--- src/rtl/qam_pkg.sv ---
// Shared QAM link definitions: default symbol width, idle symbol,
// serializer state encoding and an index-width helper.
package qam_pkg;

    localparam int SYM_BITS_DEF = 2;
    localparam int IDLE_SYM_DEF = 0;

    typedef enum logic {
        IDLE  = 1'b0,
        SHIFT = 1'b1
    } state_t;

    // Width of a counter/index covering 0..n-1, never below 1 bit.
    function automatic int idx_w(input int n);
        return (n > 1) ? $clog2(n) : 1;
    endfunction

endpackage

--- src/rtl/sym_fifo.sv ---
// Synchronous symbol FIFO, DEPTH x WIDTH, first-word fall-through.
// Ports: clock, reset (sync, active-low flush), push, pop, din, dout,
// full, empty. Push on full and pop on empty are ignored.
module sym_fifo
#(
    parameter int DEPTH = 2,
    parameter int WIDTH = 2
) (
    input  logic             clock,
    input  logic             reset,
    input  logic             push,
    input  logic             pop,
    input  logic [WIDTH-1:0] din,
    output logic [WIDTH-1:0] dout,
    output logic             full,
    output logic             empty
);

    localparam int AW = $clog2(DEPTH);

    logic [WIDTH-1:0] mem [DEPTH];
    logic [AW:0]      wr_ptr;
    logic [AW:0]      rd_ptr;

    // Extra pointer bit separates full from empty.
    assign empty = (wr_ptr == rd_ptr);
    assign full  = (wr_ptr[AW] != rd_ptr[AW]) &&
                   (wr_ptr[AW-1:0] == rd_ptr[AW-1:0]);
    assign dout  = mem[rd_ptr[AW-1:0]];

    always_ff @(posedge clock) begin
        if (reset && push && !full) begin
            mem[wr_ptr[AW-1:0]] <= din;
        end
    end

    always_ff @(posedge clock) begin
        if (!reset) begin
            wr_ptr <= '0;
            rd_ptr <= '0;
        end else begin
            if (push && !full) begin
                wr_ptr <= wr_ptr + 1'b1;
            end
            if (pop && !empty) begin
                rd_ptr <= rd_ptr + 1'b1;
            end
        end
    end

endmodule

--- src/rtl/p2s_symbol_serializer.sv ---
// QAM transmit P2S: buffers symbols and shifts them out LSB first,
// each bit held BIT_PERIOD clocks, with strobe/index/start framing.
// Ports: clock, reset (sync, active-low), sym_in/sym_valid/sym_ready,
// ser_out, bit_strobe, bit_idx, sym_start, busy, underrun.
// Option macro P2S_IDLE_FILL_EN: send IDLE_SYM on underrun and stay
// in SHIFT; otherwise an empty FIFO at a symbol boundary returns to IDLE.
module p2s_symbol_serializer
    import qam_pkg::*;
#(
    parameter int                  SYM_BITS   = SYM_BITS_DEF,
    parameter int                  BIT_PERIOD = 4,
    parameter int                  FIFO_DEPTH = 2,
    parameter logic [SYM_BITS-1:0] IDLE_SYM   = SYM_BITS'(IDLE_SYM_DEF)
) (
    input  logic                       clock,
    input  logic                       reset,
    input  logic [SYM_BITS-1:0]        sym_in,
    input  logic                       sym_valid,
    output logic                       sym_ready,
    output logic                       ser_out,
    output logic                       bit_strobe,
    output logic [idx_w(SYM_BITS)-1:0] bit_idx,
    output logic                       sym_start,
    output logic                       busy,
    output logic                       underrun
);

    localparam int IW = idx_w(SYM_BITS);
    localparam int BW = idx_w(BIT_PERIOD);
    localparam logic [BW-1:0] BAUD_MAX = BW'(BIT_PERIOD - 1);
    localparam logic [IW-1:0] IDX_MAX  = IW'(SYM_BITS - 1);

    state_t              state, state_n;
    logic [BW-1:0]       baud_cnt, baud_n;
    logic [IW-1:0]       idx_n, idx_inc;
    logic [SYM_BITS-1:0] shreg, shreg_n, load_sym;
    logic [SYM_BITS-1:0] fifo_dout;
    logic                ser_n, strobe_n, start_n, under_n;
    logic                load, pop, push;
    logic                fifo_full, fifo_empty;

    assign sym_ready = reset & ~fifo_full;
    assign push      = sym_valid & sym_ready;
    assign busy      = (state == SHIFT);
    assign idx_inc   = bit_idx + 1'b1;

    sym_fifo #(
        .DEPTH (FIFO_DEPTH),
        .WIDTH (SYM_BITS)
    ) u_fifo (
        .clock (clock),
        .reset (reset),
        .push  (push),
        .pop   (pop),
        .din   (sym_in),
        .dout  (fifo_dout),
        .full  (fifo_full),
        .empty (fifo_empty)
    );

    always_comb begin
        state_n  = state;
        baud_n   = baud_cnt;
        idx_n    = bit_idx;
        shreg_n  = shreg;
        ser_n    = ser_out;
        strobe_n = 1'b0;
        start_n  = 1'b0;
        under_n  = 1'b0;
        load     = 1'b0;
        load_sym = fifo_dout;
        pop      = 1'b0;
        unique case (state)
            IDLE: begin
                if (!fifo_empty) begin
                    load = 1'b1;
                    pop  = 1'b1;
                end
            end
            SHIFT: begin
                if (baud_cnt != BAUD_MAX) begin
                    baud_n = baud_cnt + 1'b1;
                end else if (bit_idx != IDX_MAX) begin
                    baud_n   = '0;
                    idx_n    = idx_inc;
                    ser_n    = shreg[idx_inc];
                    strobe_n = 1'b1;
                end else if (!fifo_empty) begin
                    load = 1'b1;
                    pop  = 1'b1;
                end else begin
`ifdef P2S_IDLE_FILL_EN
                    load     = 1'b1;
                    load_sym = IDLE_SYM;
                    under_n  = 1'b1;
`else
                    // Park the shifter on the idle pattern.
                    state_n = IDLE;
                    baud_n  = '0;
                    idx_n   = '0;
                    ser_n   = 1'b0;
                    shreg_n = IDLE_SYM;
`endif
                end
            end
            default: state_n = IDLE;
        endcase
        // Symbol start: common to IDLE exit, back-to-back and fill.
        if (load) begin
            state_n  = SHIFT;
            shreg_n  = load_sym;
            ser_n    = load_sym[0];
            idx_n    = '0;
            baud_n   = '0;
            strobe_n = 1'b1;
            start_n  = 1'b1;
        end
    end

    always_ff @(posedge clock) begin
        if (!reset) begin
            state      <= IDLE;
            baud_cnt   <= '0;
            bit_idx    <= '0;
            shreg      <= '0;
            ser_out    <= 1'b0;
            bit_strobe <= 1'b0;
            sym_start  <= 1'b0;
            underrun   <= 1'b0;
        end else begin
            state      <= state_n;
            baud_cnt   <= baud_n;
            bit_idx    <= idx_n;
            shreg      <= shreg_n;
            ser_out    <= ser_n;
            bit_strobe <= strobe_n;
            sym_start  <= start_n;
            underrun   <= under_n;
        end
    end

endmodule

--- config.mk ---
export PLATFORM = sky130hd
export DESIGN_NAME = p2s_symbol_serializer
export DESIGN_NICKNAME = d
export VERILOG_FILES = /design/src/rtl/qam_pkg.sv /design/src/rtl/sym_fifo.sv /design/src/rtl/p2s_symbol_serializer.sv
export SDC_FILE = /design/constraint.sdc
export NUM_CORES = 1
export LEC_CHECK = 0
export ABC_AREA = 1
export BUFFER_PORTS_ARGS = -buffer_cell sky130_fd_sc_hd__buf_2
export CAP_MARGIN = 20
export CORE_MARGIN = 5
export CORE_UTILIZATION = 48
export DETAILED_ROUTE_END_ITERATION = 16
export PLACE_DENSITY = 0.72
export RECOVER_POWER = 25
export SYNTH_ARGS = -nofsm -noshare
export SYNTH_HDL_FRONTEND = slang
export SYNTH_SLANG_ARGS = --single-unit
export TNS_END_PERCENT = 50
--- constraint.sdc ---
create_clock -name clock -period 1.2 [get_ports clock]
set_input_delay 0 -clock clock [delete_from_list [all_inputs] [get_ports clock]]
set_output_delay 0 -clock clock [all_outputs]
set_load 0.02 [all_outputs]
# Word level (Yosys, flattened, before mapping)

Memory sizes are Yosys's and may differ from the RTL's. A register that Yosys moved wholly into a read port is not among the register bits.
Index checks and enable logic that the tools add are counted.

Mux-type cells: 32
Bitwise operators: 6
Equality and inequality tests: 7
Reduce and logical (&&, ||, !) cells: 15
Order comparisons: 1
Add/sub/neg operators: 4

Operators with widths:

| kind                                                                     | number |
|---|---|
| 1-bit two-way mux                                                        | 24 |
| 2-bit two-way mux                                                        | 7 |
| 2-bit by 1-bit adder with 2-bit output (second input constant)           | 3 |
| 3-bit by 1-bit inequality test with 1-bit output (second input constant) | 2 |
| 2-bit nonzero test                                                       | 3 |
| 1-bit logical AND                                                        | 5 |
| 1-bit NOT                                                                | 4 |
| 2-bit AND reduction                                                      | 2 |
| 4-bit AND reduction                                                      | 1 |
| 3-bit AND reduction                                                      | 1 |
| 1-bit bitwise AND                                                        | 2 |
| 2-bit == test                                                            | 1 |
| 1-bit zero test                                                          | 2 |
| 1-bit by 2-bit < comparator with 1-bit output (second input constant)    | 1 |
| 2-bit by 1-bit inequality test with 1-bit output (second input constant) | 1 |
| 2-bit inequality test (second input constant)                            | 1 |
| 1-bit one-hot mux with 2 select lines                                    | 1 |
| 2-bit OR reduction                                                       | 1 |
| 1-bit adder (second input constant)                                      | 1 |
| 1-bit == test                                                            | 1 |
| 1-bit inequality test                                                    | 1 |

Memories: 1
Bits in registers: 13
Output and inout bits: 7
Memory bits (writable): 4

Memory list:

| memory     | depth | width | read ports | clocked after memory_dff | write ports | line           | source |
|---|---|---|---|---|---|---|---|
| u_fifo.mem | 2     | 2     | 1          | 1                        | 1           | sym_fifo.sv:21 | `logic [WIDTH-1:0] mem [DEPTH];` |

# Logic depth before layout (Yosys ltp)

Depth after elaboration: 9
Depth in mapped cells: 9
Mapped depth without buffers: 9

# Hierarchy

Synthesis repeated with hierarchy kept, for this count alone.

Cell total of the unflattened synthesis: 108
Area, all modules: 828.3 um^2

Modules (own cells, without submodules):

| module                | times used | cells each | area each (um^2) |
|---|---|---|---|
| p2s_symbol_serializer | 1          | 57         | 416.6 |
| sym_fifo              | 1          | 51         | 411.6 |

# Worst setup path after synthesis

OpenSTA, ideal clock, no wires.

Path kind: reg-to-reg
Start point: register u_fifo.wr_ptr[0]
End point: memory u_fifo.mem[0][0] (enable)
Setup time: 0.309 ns
Path slack: -0.009 ns
Arrival time: 0.901 ns
Clock period less this slack: 1.209 ns
Stages on the path, launching flop included: 7
Path buffers: 0
Path through: dfxtp_1 inv_2 nand2_2 nand2_4 nand2_1 nand3_2 nor2_1

Word-level cells in the longest chain between the ends: 9

RTL lines:

| what                                    | line                        | source |
|---|---|---|
| start: declaration                      | sym_fifo.sv:22              | `logic [AW:0] wr_ptr;` |
| start signal: assignment                | sym_fifo.sv:43              | `wr_ptr <= wr_ptr + 1'b1;` |
| 1-bit == test                           | sym_fifo.sv:28              | `(wr_ptr[AW-1:0] == rd_ptr[AW-1:0]);` |
| 1-bit logical AND                       | sym_fifo.sv:27              | `assign full = (wr_ptr[AW] != rd_ptr[AW]) &&` |
| 1-bit NOT                               | p2s_symbol_serializer.sv:42 | `assign sym_ready = reset & ~fifo_full;` |
| 1-bit bitwise AND                       | p2s_symbol_serializer.sv:42 |  |
| 1-bit bitwise AND                       | p2s_symbol_serializer.sv:43 | `assign push = sym_valid & sym_ready;` |
| 1-bit logical AND (2 in a row)          | sym_fifo.sv:32              | `if (reset && push && !full) begin` |
| 1-bit two-way mux                       | sym_fifo.sv:32              |  |
| 1-bit two-way mux (implied by the code) | sym_fifo.sv:33              | `mem[wr_ptr[AW-1:0]] <= din;` |
| end: declaration                        | sym_fifo.sv:21              |  |

Several ways; a longest one is shown, not always the timed one.

# Worst setup path in the final report

Start point: register baud_cnt[0]
End point: register u_fifo.rd_ptr[0]

Word-level cells in the longest chain between the ends: 4

RTL lines:

| what                                  | line                         | source |
|---|---|---|
| start: declaration                    | p2s_symbol_serializer.sv:34  | `logic [BW-1:0] baud_cnt, baud_n;` |
| start signal: assignment              | p2s_symbol_serializer.sv:132 | `baud_cnt <= baud_n;` |
| 2-bit inequality test                 | p2s_symbol_serializer.sv:81  | `if (baud_cnt != BAUD_MAX) begin` |
| 1-bit two-way mux                     | p2s_symbol_serializer.sv:81  |  |
| 1-bit one-hot mux with 2 select lines | p2s_symbol_serializer.sv:73  | `unique case (state)` |
| 1-bit logical AND                     | sym_fifo.sv:45               | `if (pop && !empty) begin` |
| end signal: assignment                | sym_fifo.sv:46               | `rd_ptr <= rd_ptr + 1'b1;` |
| end: declaration                      | sym_fifo.sv:23               | `logic [AW:0] rd_ptr;` |

No other way between the ends.
A chain may end at the register's enable or synchronous reset.

==> impl_metrics.ini <==
[run_status]
status = finished, violations left
violations = setup timing

[clocking]
path_clk_slew_ns = 0.09
root_buffer = clkbuf_4
htreeDepth = 1
cts_buffers = 3
clock-sinks = 17
clk_path_buf_depth = 2
cts_tree = built
clkLatencyLatePin_ns = 0.29

[power]
power.internal_mw = 1.05
p_sw_frac = 0.358
pwr-share-comb = 0.377
power_density_nw_per_um2 = 1450
seq_power_share = 0.435
power_mw = 1.64
clkPwrFrac = 0.188
irDropWorstVdd_mv = 0.879
power.static_leakage_nw = 0.509
switchingPower_mw = 0.589

[floorplanning]
start_util = 0.520
fp.coreArea_um2 = 1560
die_width_um = 51.1
io_pins = 12
fp.dieH_um = 51.1
rows = 14
die-area_um2 = 2610

[timing]
rsz0062_at_grt = yes
drv_slew = 0
tns_ns = -0.442
finalSetupViolations = 13
fin_hold_ws_ns = 0.0191
fin_crit_sh = 1.06
min_period_ns = 1.27
fmax_mhz = 785
finalClockSkew_ns = 0.00177
fin_ws_ns = -0.0732
hold_viol = 0

[global_route]
antenna_found_initial = 0
grt_overflow = 0
grt_use_total = 0.165
grt_start_max_net_pins = 10
grt_pass1_vias = 756
grt_pass1_wl_mm = 3.15

[hold_path]
min_to = u_fifo.wr_ptr[1]
hp-class = input pin to flop
hold_path_depth = 3
hp-start = sym_valid

[logic_synthesis]
ys_warn_count = 0
synth-xor-area-share = 0.0108
synth_top_family_by_area = simple AND/OR/NAND/NOR gates
netlist-cell-type-count = 25
syn-num-nets = 108
synth_seq_cells = 17
muxShareOfSynthArea = 0.0139
syn_avg_cell_area_um2 = 7.95
synth_area_um2 = 811
synthSimpleGateAreaFrac = 0.321
synth_seq_area_share = 0.469
synth-compound-area-share = 0.0957
synthCells = 102
synthAdderAreaFrac = 0.0154

[place]
port_buffers = 10
dpl.hpwl_mm = 1.29
dpl.cell_count = 138
gp_congestion = 0.771
place_ws_ns = -0.112
place_area_um2 = 962

[setup_path]
arrival_ns = 1.48
cp_max_fo = 5
worstPathRequired_ns = 1.41
r2r_end = u_fifo.rd_ptr[0]
reg2regPathDepth = 6
slowest_stage = dfxtp_2
cpPeakStageDelay_ns = 0.37
critPathKind = flop to flop
crit_chain = ha_4, nor2_4, nor2_4, buf_4, a21oi_1, nor3_1
start_kind = flop
crit_path_end_kind = flop
r2r_start = baud_cnt[0]
cp_common_cell = nor2_4
rrSetupSlack_ns = -0.07

[routing]
dr.first_iter.drc_count = 21
via_per_inst = 5.36
post-route-drc-count = 0
num_vias = 794
drt-total-wl_mm = 1.99
drt_pass1_iterations = 4
post_drt_wl_per_cell_um = 13.5
drtAntennaViolNets = 0

[final_layout]
insertedDiodeCount = 0
layout_commonest_cell = nand2_1
area_delta_synth_final_pct = 40.3
finalNetCount = 139
drive_above_1_share = 0.470
fin_util = 0.730
final_cell_area_um2 = 1140
layout_common_cells = 20 x nand2_1, 14 x buf_4, 10 x nor2_1
layoutNonFillerInstCount = 148

[job]
cap_violations = 0
-- flip-flops by register name (all words and copies together) (netlist names), 2 cells and up, named ones only --
register	cells
u_fifo.mem	4
baud_cnt	2
u_fifo.rd_ptr	2
u_fifo.wr_ptr	2
-- layout make-up --
| class | count | area (µm²) |
|---|---|---|
| Clock buffer | 4 | 26.3 |
| Fill cell | 119 | 422 |
| Inverter | 13 | 51.3 |
| Multi-Input combinational cell | 71 | 452 |
| Sequential cell | 17 | 397 |
| Tap cell | 16 | 20.0 |
| Timing Repair Buffer | 27 | 191 |
-- power groups by stage --
stage	clock [mW]	sequential [mW]	combinational, mW
after floorplan	0	0.736	0.299
after global placement	0	0.706	0.465
after detailed placement	0	0.709	0.477
after CTS	0.312	0.712	0.543
after global routing	0.359	0.723	0.674
final	0.309	0.715	0.619
-- logic make-up after synthesis --
group / count (synthesis)
AND/OR/NAND/NOR: 53
multiplexers: 1
XOR/XNOR: 1
AO/OA/AOI/OAI: 14
adder cells (fa/ha/maj): 1
flip-flops: 17
other: 1
buffers and inverters: 14
-- per-layer routing --
metal | track usage | wire length, µm
met5 | 0 | 0
met2 | 0.290 | 1040
met3 | 0.0523 | 104
met4 | 0.0942 | 66
met1 | 0.172 | 782
-- critical path, delay by kind of cell (launching register included) --
kind,cells,cell delay (ns)
AO/OA/AOI/OAI,1,0.08
adder cells (fa/ha/maj),1,0.15
buffers and inverters,1,0.16
flip-flops,1,0.37
AND/OR/NAND/NOR,3,0.42
-- how the worst max path moves through the flow --
| stage | start | to | slack (ns) | depth (start not counted) |
|---|---|---|---|---|
| 6_report | baud_cnt[0] | u_fifo.rd_ptr[0] | -0.07 | 6 |
| 5_1_grt | baud_cnt[0] | u_fifo.rd_ptr[1] | -0.14 | 8 |
| 4_1_cts | u_fifo.wr_ptr[0] | u_fifo.wr_ptr[0] | -0.02 | 8 |
| 3_5_place_dp | baud_cnt[0] | u_fifo.rd_ptr[1] | -0.11 | 8 |
| 3_3_place_gp | baud_cnt[0] | u_fifo.rd_ptr[1] | -0.01 | 8 |
| 2_1_floorplan | baud_cnt[0] | u_fifo.rd_ptr[1] | 0.01 | 8 |
-- cell usage after synthesis (all sizes together) --
| cell | instances | area share |
|---|---|---|
| dfxtp | 13 | 0.32 |
| conb | 1 | 0.0046 |
| edfxtp | 4 | 0.15 |
| nand4 | 1 | 0.0077 |
| inv | 13 | 0.060 |
| mux2 | 1 | 0.014 |
| nor3 | 3 | 0.019 |
| o21ai | 7 | 0.043 |
| a21boi | 1 | 0.0093 |
| ha | 1 | 0.015 |
| a31oi | 1 | 0.0077 |
| a21oi | 5 | 0.035 |
| buf | 1 | 0.0093 |
| nand3 | 4 | 0.031 |
| nand2 | 28 | 0.16 |
| nor2 | 17 | 0.10 |
| xor2 | 1 | 0.011 |
-- timing repair --
| action | CTS | global route |
|---|---|---|
| setup buffers | 2 | 2 |
| hold buffers | 2 | 0 |
| pin swaps | 5 | 9 |
| endpoints found under the hold margin | 4 | 0 |
| resized for setup | 17 | 13 |
| endpoints found under the setup margin | 14 | 14 |
No activity file was read; power rests on OpenSTA's default activity.
